**src/rtl/irq_pkg.sv**
```systemverilog
// Shared types and helpers for the interrupt pending/presentation front end.
package irq_pkg;

    localparam int N_IRQ = 8;
    localparam int IDX_W = 3;

    typedef enum logic {
        IDLE    = 1'b0,
        PRESENT = 1'b1
    } state_t;

    typedef struct packed {
        logic             found;
        logic [IDX_W-1:0] idx;
    } prio_t;

    // Scans upward so the last hit, i.e. the highest set bit, wins.
    function automatic prio_t highest_set(input logic [N_IRQ-1:0] vec);
        prio_t res;
        res = '0;
        for (int i = 0; i < N_IRQ; i++) begin
            if (vec[i]) begin
                res.found = 1'b1;
                res.idx   = IDX_W'(i);
            end
        end
        return res;
    endfunction

endpackage

```
**src/rtl/prio_enc8.sv**
```systemverilog
// Combinational 8-to-3 priority encoder; bit 7 has the highest priority.
module prio_enc8
    import irq_pkg::*;
(
    input  logic [N_IRQ-1:0] vec,
    output logic             valid,
    output logic [IDX_W-1:0] idx
);

    prio_t res;

    always_comb begin
        res   = highest_set(vec);
        valid = res.found;
        idx   = res.idx;
    end

endmodule

```
**src/rtl/irq_pending_ctrl.sv**
```systemverilog
// Latches request lines into a pending register and presents the highest
// eligible request, honouring the mask and in-service nesting.
module irq_pending_ctrl #(
    parameter int EDGE_MODE = 1,
    parameter int N_IRQ     = 8
) (
    input  logic       clk,
    input  logic       rst,
    input  logic [7:0] irq_in,
    input  logic [7:0] mask_in,
    output logic       req_valid,
    output logic [2:0] req_idx,
    output logic [7:0] req_onehot,
    input  logic       req_ack,
    input  logic       eoi,
    output logic [7:0] pending,
    output logic [7:0] in_service
);

    import irq_pkg::*;

    if (N_IRQ != 8) begin : g_bad_width
        $error("irq_pending_ctrl supports exactly 8 request lines");
    end

    state_t           state;
    state_t           state_next;
    logic [IDX_W-1:0] idx_r;
    logic [IDX_W-1:0] idx_next;
    logic [7:0]       irq_q;
    logic [7:0]       pending_next;
    logic [7:0]       in_service_next;

    logic [7:0]       set_vec;
    logic [7:0]       eligible;
    logic [7:0]       clr_vec;
    logic [7:0]       grant_vec;
    logic [7:0]       eoi_vec;
    logic             cand_valid;
    logic [IDX_W-1:0] cand_idx;
    logic             isr_valid;
    logic [IDX_W-1:0] isr_idx;
    logic             presentable;

    assign set_vec  = (EDGE_MODE != 0) ? (irq_in & ~irq_q) : irq_in;
    assign eligible = pending & ~mask_in;

    prio_enc8 u_enc_elig (
        .vec   (eligible),
        .valid (cand_valid),
        .idx   (cand_idx)
    );

    prio_enc8 u_enc_isr (
        .vec   (in_service),
        .valid (isr_valid),
        .idx   (isr_idx)
    );

    // Only the top eligible candidate matters: if it cannot preempt the
    // current in-service level, no lower candidate can either.
    assign presentable = cand_valid && (!isr_valid || (cand_idx > isr_idx));

    // Handshake: req_valid/req_idx are held stable from presentation until
    // the cycle req_ack is high; that cycle completes the transfer, and
    // req_ack outside a presentation has no effect.
    always_comb begin
        state_next = state;
        idx_next   = idx_r;
        clr_vec    = '0;
        grant_vec  = '0;
        case (state)
            IDLE: begin
                if (presentable) begin
                    idx_next   = cand_idx;
                    state_next = PRESENT;
                end
            end
            PRESENT: begin
                if (req_ack) begin
                    clr_vec    = 8'b0000_0001 << idx_r;
                    grant_vec  = 8'b0000_0001 << idx_r;
                    state_next = IDLE;
                end
            end
            default: state_next = IDLE;
        endcase
        eoi_vec         = (eoi && isr_valid) ? (8'b0000_0001 << isr_idx) : 8'b0;
        // A new set condition overrides the ack's clear of the same bit.
        pending_next    = (pending & ~clr_vec) | set_vec;
        in_service_next = (in_service & ~eoi_vec) | grant_vec;
    end

    always_ff @(posedge clk or posedge rst) begin
        if (rst) begin
            state      <= IDLE;
            idx_r      <= '0;
            irq_q      <= '0;
            pending    <= '0;
            in_service <= '0;
        end else begin
            state      <= state_next;
            idx_r      <= idx_next;
            irq_q      <= irq_in;
            pending    <= pending_next;
            in_service <= in_service_next;
        end
    end

    assign req_valid  = (state == PRESENT);
    assign req_idx    = req_valid ? idx_r : '0;
    assign req_onehot = req_valid ? (8'b0000_0001 << idx_r) : 8'b0;

endmodule
```
**config.mk**
```make
export PLATFORM = sky130hd
export DESIGN_NAME = irq_pending_ctrl
export DESIGN_NICKNAME = d
export VERILOG_FILES = /design/src/rtl/irq_pkg.sv /design/src/rtl/prio_enc8.sv /design/src/rtl/irq_pending_ctrl.sv
export SDC_FILE = /design/constraint.sdc
export NUM_CORES = 1
export LEC_CHECK = 0
export CAP_MARGIN = 20
export CORE_ASPECT_RATIO = 2
export CORE_MARGIN = 2
export CORE_UTILIZATION = 30
export CTS_CLUSTER_DIAMETER = 200
export CTS_CLUSTER_SIZE = 10
export DETAILED_ROUTE_END_ITERATION = 10
export MAX_ROUTING_LAYER = met4
export PLACE_DENSITY = 0.61
export SLEW_MARGIN = 20
export SYNTH_ARGS = -nofsm -noshare
export SYNTH_HDL_FRONTEND = slang
export SYNTH_SLANG_ARGS = --single-unit
```
**constraint.sdc**
```tcl
create_clock -name clk -period 3.08 [get_ports clk]
set_clock_uncertainty 0.2 [all_clocks]
set_input_delay 0.616 -clock clk [delete_from_list [all_inputs] [get_ports clk]]
set_output_delay 0.616 -clock clk [all_outputs]
set_load 0.05 [all_outputs]
```
==> impl_metrics.prom, run 1 <==
# TYPE chip_impl_metric gauge
chip_impl_info{name="outcome",value="completed"} 1
chip_impl_metric{name="track_usage",unit="%"} 16.5
chip_impl_metric{name="ctsResizeCount",unit=""} 0
chip_impl_metric{name="maxSlewViolCount",unit=""} 0
chip_impl_metric{name="mappedNetlistArea",unit="um^2"} 1370
chip_impl_metric{name="cts.repair_timing.setup_buffer_count",unit=""} 0
chip_impl_metric{name="final_design_area_no_fill",unit="um^2"} 2000
chip_impl_metric{name="detailed_place_hpwl",unit="um"} 2920
chip_impl_metric{name="antenna_cell_count",unit=""} 0
chip_impl_metric{name="floorplan.die.width",unit="um"} 51.9
chip_impl_info{name="clockRootBuffer",value="sky130_fd_sc_hd__clkbuf_8"} 1
chip_impl_metric{name="clock_tree.buffer_depth",unit=""} 2
chip_impl_metric{name="die_h",unit="um"} 99.7
chip_impl_info{name="grt_setup_unrepaired",value="no"} 1
chip_impl_metric{name="worst-r2r-setup-slack",unit="ns"} 0.52
chip_impl_metric{name="max-slew-margin-rel",unit="%"} 65.2
chip_impl_metric{name="layout.nets",unit=""} 222
chip_impl_metric{name="required",unit="ns"} 3.05
chip_impl_info{name="most_area_hungry_cell_type_in_the_yosys_netlist",value="sky130_fd_sc_hd__dfrtp_1"} 1
chip_impl_metric{name="max_cap_viol_count",unit=""} 0
chip_impl_info{name="hold_path.class",value="register to register"} 1
chip_impl_metric{name="timing.hold.ws",unit="ns"} 0.221
chip_impl_metric{name="avgSynthCellArea",unit="um^2"} 9.41
chip_impl_metric{name="drc_errors",unit=""} 0
chip_impl_metric{name="worst_slack",unit="ns"} 0.240
chip_impl_metric{name="synth.ff_latch_count",unit=""} 28
chip_impl_metric{name="yosysWarningCount",unit=""} 0
chip_impl_metric{name="m1WireLength",unit="um"} 1380
chip_impl_metric{name="pin_count",unit=""} 48
chip_impl_info{name="critical_path_class",value="primary input to register"} 1
chip_impl_metric{name="timing.final.crit_share",unit="%"} 92.2
chip_impl_metric{name="buffer_ports.inserted",unit=""} 47
chip_impl_metric{name="irDropWorstVdd",unit="uV"} 569
chip_impl_metric{name="leakagePower",unit="nW"} 0.900
chip_impl_metric{name="register_area_share_after_synthesis",unit="%"} 51.0
chip_impl_metric{name="grt_first_pass_wirelength",unit="um"} 6180
chip_impl_metric{name="cts_buffers",unit=""} 3
chip_impl_metric{name="ys_types",unit=""} 30
chip_impl_metric{name="synthArstFlopShare",unit="%"} 100
chip_impl_metric{name="via_count_of_the_first_global_routing_pass",unit=""} 1259
chip_impl_metric{name="place.gp.congestion",unit=""} 0.823
chip_impl_metric{name="register_cell_area_after_layout",unit="um^2"} 701
chip_impl_metric{name="area_growth_syn_to_layout",unit="%"} 45.4
chip_impl_metric{name="h-tree-depth",unit=""} 1
chip_impl_metric{name="place_ws",unit="ns"} -0.0523
chip_impl_metric{name="clock_sinks",unit=""} 28
chip_impl_info{name="yosysMostFrequentCell",value="sky130_fd_sc_hd__dfrtp_1"} 1
chip_impl_info{name="tritoncts",value="built"} 1
chip_impl_info{name="post_synth_most_frequent_cells",value="sky130_fd_sc_hd__dfrtp_1, sky130_fd_sc_hd__nand2_1, sky130_fd_sc_hd__inv_1, sky130_fd_sc_hd__nor2_1, sky130_fd_sc_hd__o21ai_0"} 1
chip_impl_metric{name="core_area",unit="um^2"} 4380
chip_impl_info{name="synth_flop_cell",value="sky130_fd_sc_hd__dfrtp_1"} 1
chip_impl_metric{name="row_count",unit=""} 34
chip_impl_metric{name="wl_met3",unit="um"} 57
chip_impl_metric{name="wl_per_cell",unit="um"} 14.6
chip_impl_metric{name="via_per_inst",unit=""} 4.83
chip_impl_metric{name="dr_total_vias",unit=""} 1217
chip_impl_metric{name="placed_area",unit="um^2"} 1930
chip_impl_info{name="synth_area_leaders",value="sky130_fd_sc_hd__dfrtp_1, sky130_fd_sc_hd__nand2_1, sky130_fd_sc_hd__o21ai_0"} 1
chip_impl_metric{name="critPathArrivalTime",unit="ns"} 2.81
chip_impl_metric{name="synth_enable_flop_cells",unit=""} 0
chip_impl_metric{name="post_cts_hold_buffer_count",unit=""} 0
chip_impl_metric{name="setup_viol_count_final",unit=""} 0
chip_impl_metric{name="final_layout_size_suffix_gt1_share",unit="%"} 9.60
chip_impl_metric{name="finalWirelength",unit="um"} 3670
chip_impl_metric{name="met2_routed_wirelength",unit="um"} 2060
chip_impl_metric{name="worstMarginPinSlew",unit="ns"} 0.520
chip_impl_metric{name="ratio_of_total_power_to_cell_area",unit="nW/um^2"} 1180
chip_impl_metric{name="grt_overflow",unit=""} 0
chip_impl_metric{name="grt_start_max_net_pins",unit=""} 29
chip_impl_metric{name="postSynthCellCount",unit=""} 146
chip_impl_metric{name="first_iteration_detailed_routing_drc_count",unit=""} 10
chip_impl_metric{name="clk_pin_slew",unit="ns"} 0.10
chip_impl_metric{name="synth.net_count",unit=""} 169
chip_impl_metric{name="final_period_minus_worst_setup_slack",unit="ns"} 2.84
chip_impl_metric{name="fill_cells",unit=""} 451
chip_impl_metric{name="clock.fmax",unit="MHz"} 352
chip_impl_metric{name="initial_core_util",unit="%"} 31.4
chip_impl_metric{name="multi_input_area",unit="um^2"} 598
chip_impl_metric{name="antenna_found_initial",unit=""} 0
chip_impl_metric{name="total_power",unit="W"} 0.00235
chip_impl_info{name="max_used_layer",value="met4"} 1
chip_impl_metric{name="dieArea",unit="um^2"} 5170
chip_impl_metric{name="finalHoldViolations",unit=""} 0
chip_impl_metric{name="drt.antenna.violating_nets",unit=""} 0
chip_impl_metric{name="clk_latency",unit="ns"} 0.27
chip_impl_metric{name="timing.critical_path.fanout_max",unit=""} 4
chip_impl_info{name="critical_path.startpoint_type",value="primary input"} 1
chip_impl_metric{name="place.detailed.instances",unit=""} 248
chip_impl_metric{name="synthDominantCellAreaShare",unit="%"} 51.0
chip_impl_metric{name="dr.pass1.iters",unit=""} 4
chip_impl_info{name="critical_path.endpoint_type",value="register"} 1
chip_impl_metric{name="layout.cells.non_filler",unit=""} 252
-- stage by stage --
step / utilization (%) / setup TNS, ns
6_report: 45.6 / 0
5_1_grt: 45.6 / 0
4_1_cts: 45.6 / 0
3_5_place_dp: 43.9 / -0.105
3_3_place_gp: 43.9 / -0.0437
2_1_floorplan: - / -0.154
-- critical path, stage by stage --
cell	delay, ns
sky130_fd_sc_hd__clkdlybuf4s50_1	0.40
sky130_fd_sc_hd__nor2b_1	0.27
sky130_fd_sc_hd__nor2_1	0.11
sky130_fd_sc_hd__o31ai_1	0.29
sky130_fd_sc_hd__ha_1	0.30
sky130_fd_sc_hd__a211oi_1	0.26
sky130_fd_sc_hd__o21ai_2	0.12
sky130_fd_sc_hd__o211ai_4	0.13
sky130_fd_sc_hd__mux2_4	0.32
-- layout make-up --
class / instances / area share [%]
Sequential cell: 28 / 35.1
Multi-Input combinational cell: 98 / 29.9
Timing Repair Buffer: 51 / 24.8
Tap cell: 54 / 3.38
Inverter: 17 / 3.20
Clock buffer: 3 / 2.07
Clock inverter: 1 / 1.50
-- path summary, 6_finish.rpt --
path / depth (start not counted) / start / end
worst max-delay path: 9 / mask_in[3] / idx_r[2]$_DFFE_PP0P_
worst min-delay path: 1 / irq_q[2]$_DFF_PP0_ / pending[2]$_DFF_PP0_
worst max register to register: 10 / in_service[1]$_DFF_PP0_ / idx_r[2]$_DFFE_PP0P_
worst min register to register: 1 / irq_q[2]$_DFF_PP0_ / pending[2]$_DFF_PP0_
max in group asynchronous: 3 / rst / in_service[3]$_DFF_PP0_
min in group asynchronous: 3 / rst / pending[7]$_DFF_PP0_
-- layer usage --
metal | global-route usage (%) | vias up
li1 | - | 596
met1 | 19.1 | 584
met2 | 27.1 | 27
met3 | 1.05 | 10
met4 | 10.1 | 0
met5 | - | -
-- cell families (layout without fill, tap and decap cells) --
| logic type | count (synthesis) | in the layout | synth area share (%) |
|---|---|---|---|
| buffers and inverters | 20 | 72 | 5.46 |
| flip-flops | 28 | 28 | 51.0 |
| AO/OA/AOI/OAI | 30 | 30 | 15.4 |
| multiplexers | 3 | 3 | 2.91 |
| adder cells (fa/ha/maj) | 3 | 3 | 2.73 |
| AND/OR/NAND/NOR | 62 | 62 | 22.5 |
-- report_power, final --
| part | internal, W | switching (W) | total, W |
|---|---|---|---|
| sequential | 0.000466 | 0.000122 | 0.000588 |
| combinational | 0.000545 | 0.000931 | 0.00148 |
| clock | 0.000174 | 0.000116 | 0.000290 |
-- state kept, by name, indices dropped and copies added, names as in the netlist --
signal and flops:
idx_r 3, irq_q 8, req_valid 1, pending 8, in_service 8
-- placed cells by master, fill, tap and decap left out, drive strengths merged, types with 5 or more instances in the layout --
cell,instances
clkdlybuf4s50,45
dfrtp,28
nand2,21
inv,17
o21ai,15
nor2,14
nor2b,8
buf,6
nor3,5
nand3,5
Note: power is estimated with default switching activity, not from simulation.
==> run 2: changes to the inputs <==
- CORE_MARGIN: 2 -> 1
- GPL_ROUTABILITY_DRIVEN: unset -> 0
==> run 2 against run 1 <==
Hold slack gained 0.0040 ns. Critical path type unchanged. Highest routed layer unchanged. Combinational power about the same. Critical endpoint unchanged. Sequential power decreased by 0.9%. Cell count shrank 0.79%.
==> impl_metrics.prom, run 2 (synthesis results as in run 1) <==
# TYPE chip_impl_metric gauge
chip_impl_metric{name="h-tree-depth",unit=""} 1
chip_impl_metric{name="power.sequential.fraction",unit="%"} 26.1
chip_impl_metric{name="detailed_place_hpwl",unit="um"} 2950
chip_impl_metric{name="ctsResizeCount",unit=""} 0
chip_impl_metric{name="buffer_ports.inserted",unit=""} 47
chip_impl_metric{name="ratio_of_total_power_to_cell_area",unit="nW/um^2"} 1140
chip_impl_metric{name="worstMarginPinSlew",unit="ns"} 0.533
chip_impl_metric{name="fill_cells",unit=""} 455
chip_impl_metric{name="worstRegToRegCells",unit=""} 10
chip_impl_metric{name="antenna_cell_count",unit=""} 0
chip_impl_info{name="worst_r2r_endpoint",value="idx_r[2]$_DFFE_PP0P_"} 1
chip_impl_metric{name="grt_first_pass_wirelength",unit="um"} 5980
chip_impl_metric{name="netSwitchingFraction",unit="%"} 50.9
chip_impl_metric{name="multi_input_area",unit="um^2"} 598
chip_impl_metric{name="clock.fmax",unit="MHz"} 352
chip_impl_metric{name="area_growth_syn_to_layout",unit="%"} 42.6
chip_impl_metric{name="antenna_found_initial",unit=""} 0
chip_impl_metric{name="first_iteration_detailed_routing_drc_count",unit=""} 22
chip_impl_metric{name="track_usage",unit="%"} 16.7
chip_impl_metric{name="pin_count",unit=""} 48
chip_impl_metric{name="maxSlewViolCount",unit=""} 0
chip_impl_metric{name="wl_per_cell",unit="um"} 14.4
chip_impl_metric{name="final_layout_size_suffix_gt1_share",unit="%"} 8.67
chip_impl_metric{name="cts_buffers",unit=""} 3
chip_impl_metric{name="timing.critical_path.fanout_max",unit=""} 4
chip_impl_metric{name="place_ws",unit="ns"} -0.0842
chip_impl_metric{name="drt.antenna.violating_nets",unit=""} 0
chip_impl_metric{name="setup_viol_count_final",unit=""} 0
chip_impl_metric{name="power.internal",unit="W"} 0.00110
chip_impl_info{name="worstReg2RegStart",value="in_service[1]$_DFF_PP0_"} 1
chip_impl_info{name="outcome",value="completed"} 1
chip_impl_metric{name="p_comb_share",unit="%"} 65.1
chip_impl_metric{name="initial_core_util",unit="%"} 31.4
chip_impl_metric{name="layout.nets",unit=""} 221
chip_impl_metric{name="max_cap_viol_count",unit=""} 0
chip_impl_metric{name="via_per_inst",unit=""} 4.81
chip_impl_metric{name="irDropWorstVdd",unit="uV"} 569
chip_impl_metric{name="dr_total_vias",unit=""} 1202
chip_impl_info{name="hold_path.class",value="register to register"} 1
chip_impl_metric{name="row_count",unit=""} 34
chip_impl_metric{name="clk_pin_slew",unit="ns"} 0.09
chip_impl_metric{name="via_count_of_the_first_global_routing_pass",unit=""} 1254
chip_impl_metric{name="leakagePower",unit="nW"} 0.881
chip_impl_metric{name="drc_errors",unit=""} 0
chip_impl_metric{name="dieArea",unit="um^2"} 4870
chip_impl_info{name="layout_commonest_cell",value="sky130_fd_sc_hd__clkdlybuf4s50_1"} 1
chip_impl_metric{name="clock_sinks",unit=""} 28
chip_impl_metric{name="register_cell_area_after_layout",unit="um^2"} 701
chip_impl_metric{name="cts.repair_timing.setup_buffer_count",unit=""} 0
chip_impl_metric{name="clk_latency",unit="ns"} 0.27
chip_impl_info{name="largest_registers",value="in_service (8), irq_q (8), pending (8)"} 1
chip_impl_metric{name="final_period_minus_worst_setup_slack",unit="ns"} 2.84
chip_impl_info{name="critical_path_class",value="primary input to register"} 1
chip_impl_metric{name="grt_start_max_net_pins",unit=""} 29
chip_impl_metric{name="finalHoldViolations",unit=""} 0
chip_impl_metric{name="required",unit="ns"} 3.05
chip_impl_metric{name="die_h",unit="um"} 97.7
chip_impl_info{name="grt_setup_unrepaired",value="no"} 1
chip_impl_metric{name="worst-r2r-setup-slack",unit="ns"} 0.54
chip_impl_info{name="mostFrequentLayoutCells",value="sky130_fd_sc_hd__clkdlybuf4s50_1, sky130_fd_sc_hd__dfrtp_1, sky130_fd_sc_hd__nand2_1"} 1
chip_impl_metric{name="post_cts_hold_buffer_count",unit=""} 0
chip_impl_info{name="critical_path.endpoint_type",value="register"} 1
chip_impl_info{name="tritoncts",value="built"} 1
chip_impl_metric{name="clock_tree.buffer_depth",unit=""} 2
chip_impl_metric{name="finalWirelength",unit="um"} 3600
chip_impl_metric{name="clkPwrFrac",unit="%"} 8.8
chip_impl_metric{name="timing.final.crit_share",unit="%"} 92.2
chip_impl_info{name="critical_path.startpoint_type",value="primary input"} 1
chip_impl_info{name="worstSetupStartpoint",value="mask_in[3]"} 1
chip_impl_metric{name="worst_slack",unit="ns"} 0.239
chip_impl_info{name="timing.critical_path.to",value="idx_r[2]$_DFFE_PP0P_"} 1
chip_impl_metric{name="floorplan.die.width",unit="um"} 49.9
chip_impl_info{name="clockRootBuffer",value="sky130_fd_sc_hd__clkbuf_8"} 1
chip_impl_metric{name="net-switching-power",unit="W"} 0.00114
chip_impl_metric{name="critPathArrivalTime",unit="ns"} 2.81
chip_impl_metric{name="max-slew-margin-rel",unit="%"} 64.4
chip_impl_metric{name="dr.pass1.iters",unit=""} 4
chip_impl_metric{name="timing.hold.ws",unit="ns"} 0.225
chip_impl_metric{name="core_area",unit="um^2"} 4380
chip_impl_metric{name="grt_overflow",unit=""} 0
[run 2: cell types whose count changed in the layout (fill, tap and decap cells not counted), sizes merged]
cell    change
buf         -1
bufinv      -1
[run 2: stage by stage]
stage / cells / area, um^2 / power, W / utilization [%] / setup TNS, ns
detailed placement: 247 / 1920 / 0.00205 / 43.8 / -0.165
global placement: 247 / 1920 / 0.00205 / 43.8 / -0.0841
global route: 250 / 1960 / 0.00238 / 44.7 / 0
CTS: 250 / 1960 / 0.00226 / 44.7 / 0
finish: 250 / 1960 / 0.00223 / 44.7 / 0
floorplan: 146 / 1370 / 0.00162 / - / -0.154
[run 2: worst max-delay path: stages]
cell                              delay [ns]
sky130_fd_sc_hd__clkdlybuf4s50_1        0.40
sky130_fd_sc_hd__nor2b_1                0.25
sky130_fd_sc_hd__nor2_1                 0.11
sky130_fd_sc_hd__o31ai_1                0.31
sky130_fd_sc_hd__ha_1                   0.30
sky130_fd_sc_hd__a211oi_1               0.25
sky130_fd_sc_hd__o21ai_2                0.12
sky130_fd_sc_hd__o211ai_4               0.12
sky130_fd_sc_hd__mux2_4                 0.32
[run 2: power by group through the flow]
| stage | combinational, W | sequential (W) | clock, W |
|---|---|---|---|
| 2_1_floorplan | 0.000789 | 0.000827 | 0 |
| 3_3_place_gp | 0.00146 | 0.000589 | 0 |
| 3_5_place_dp | 0.00146 | 0.000591 | 0 |
| 4_1_cts | 0.00147 | 0.000586 | 0.000204 |
| 5_1_grt | 0.00156 | 0.000601 | 0.000219 |
| 6_report | 0.00145 | 0.000583 | 0.000196 |
[run 2: final cells by class]
type | count | share of cell area [%]
flip-flops and latches | 28 | 35.8
inverters | 17 | 3.26
well taps | 54 | 3.45
clock buffers | 3 | 2.11
repair buffers | 50 | 24.9
multi-input cells | 98 | 30.5
[run 2: how the worst min path moves through the flow]
stage	from	endpoint	slack [ns]	depth (start not counted)
after floorplan	irq_q[0]$_DFF_PP0_	pending[0]$_DFF_PP0_	0.20	1
after global placement	irq_q[1]$_DFF_PP0_	pending[1]$_DFF_PP0_	0.20	1
after detailed placement	irq_q[3]$_DFF_PP0_	pending[3]$_DFF_PP0_	0.21	1
after CTS	irq_q[3]$_DFF_PP0_	pending[3]$_DFF_PP0_	0.23	1
after global routing	irq_q[6]$_DFF_PP0_	pending[6]$_DFF_PP0_	0.24	1
final	irq_q[1]$_DFF_PP0_	pending[1]$_DFF_PP0_	0.23	1
[run 2: metal layers]
layer	wire (um)	up-vias	track usage, %
li1	-	590	-
met1	1340	574	17.4
met2	2090	29	30.4
met3	51	9	1.10
met4	127	0	8.35
met5	0	-	-
==> run 3: changes to the inputs <==
- CORE_MARGIN: 1 -> 2
==> results of run 3 <==
Same layout as run 1: the final DEF is identical, and so are final timing and power.
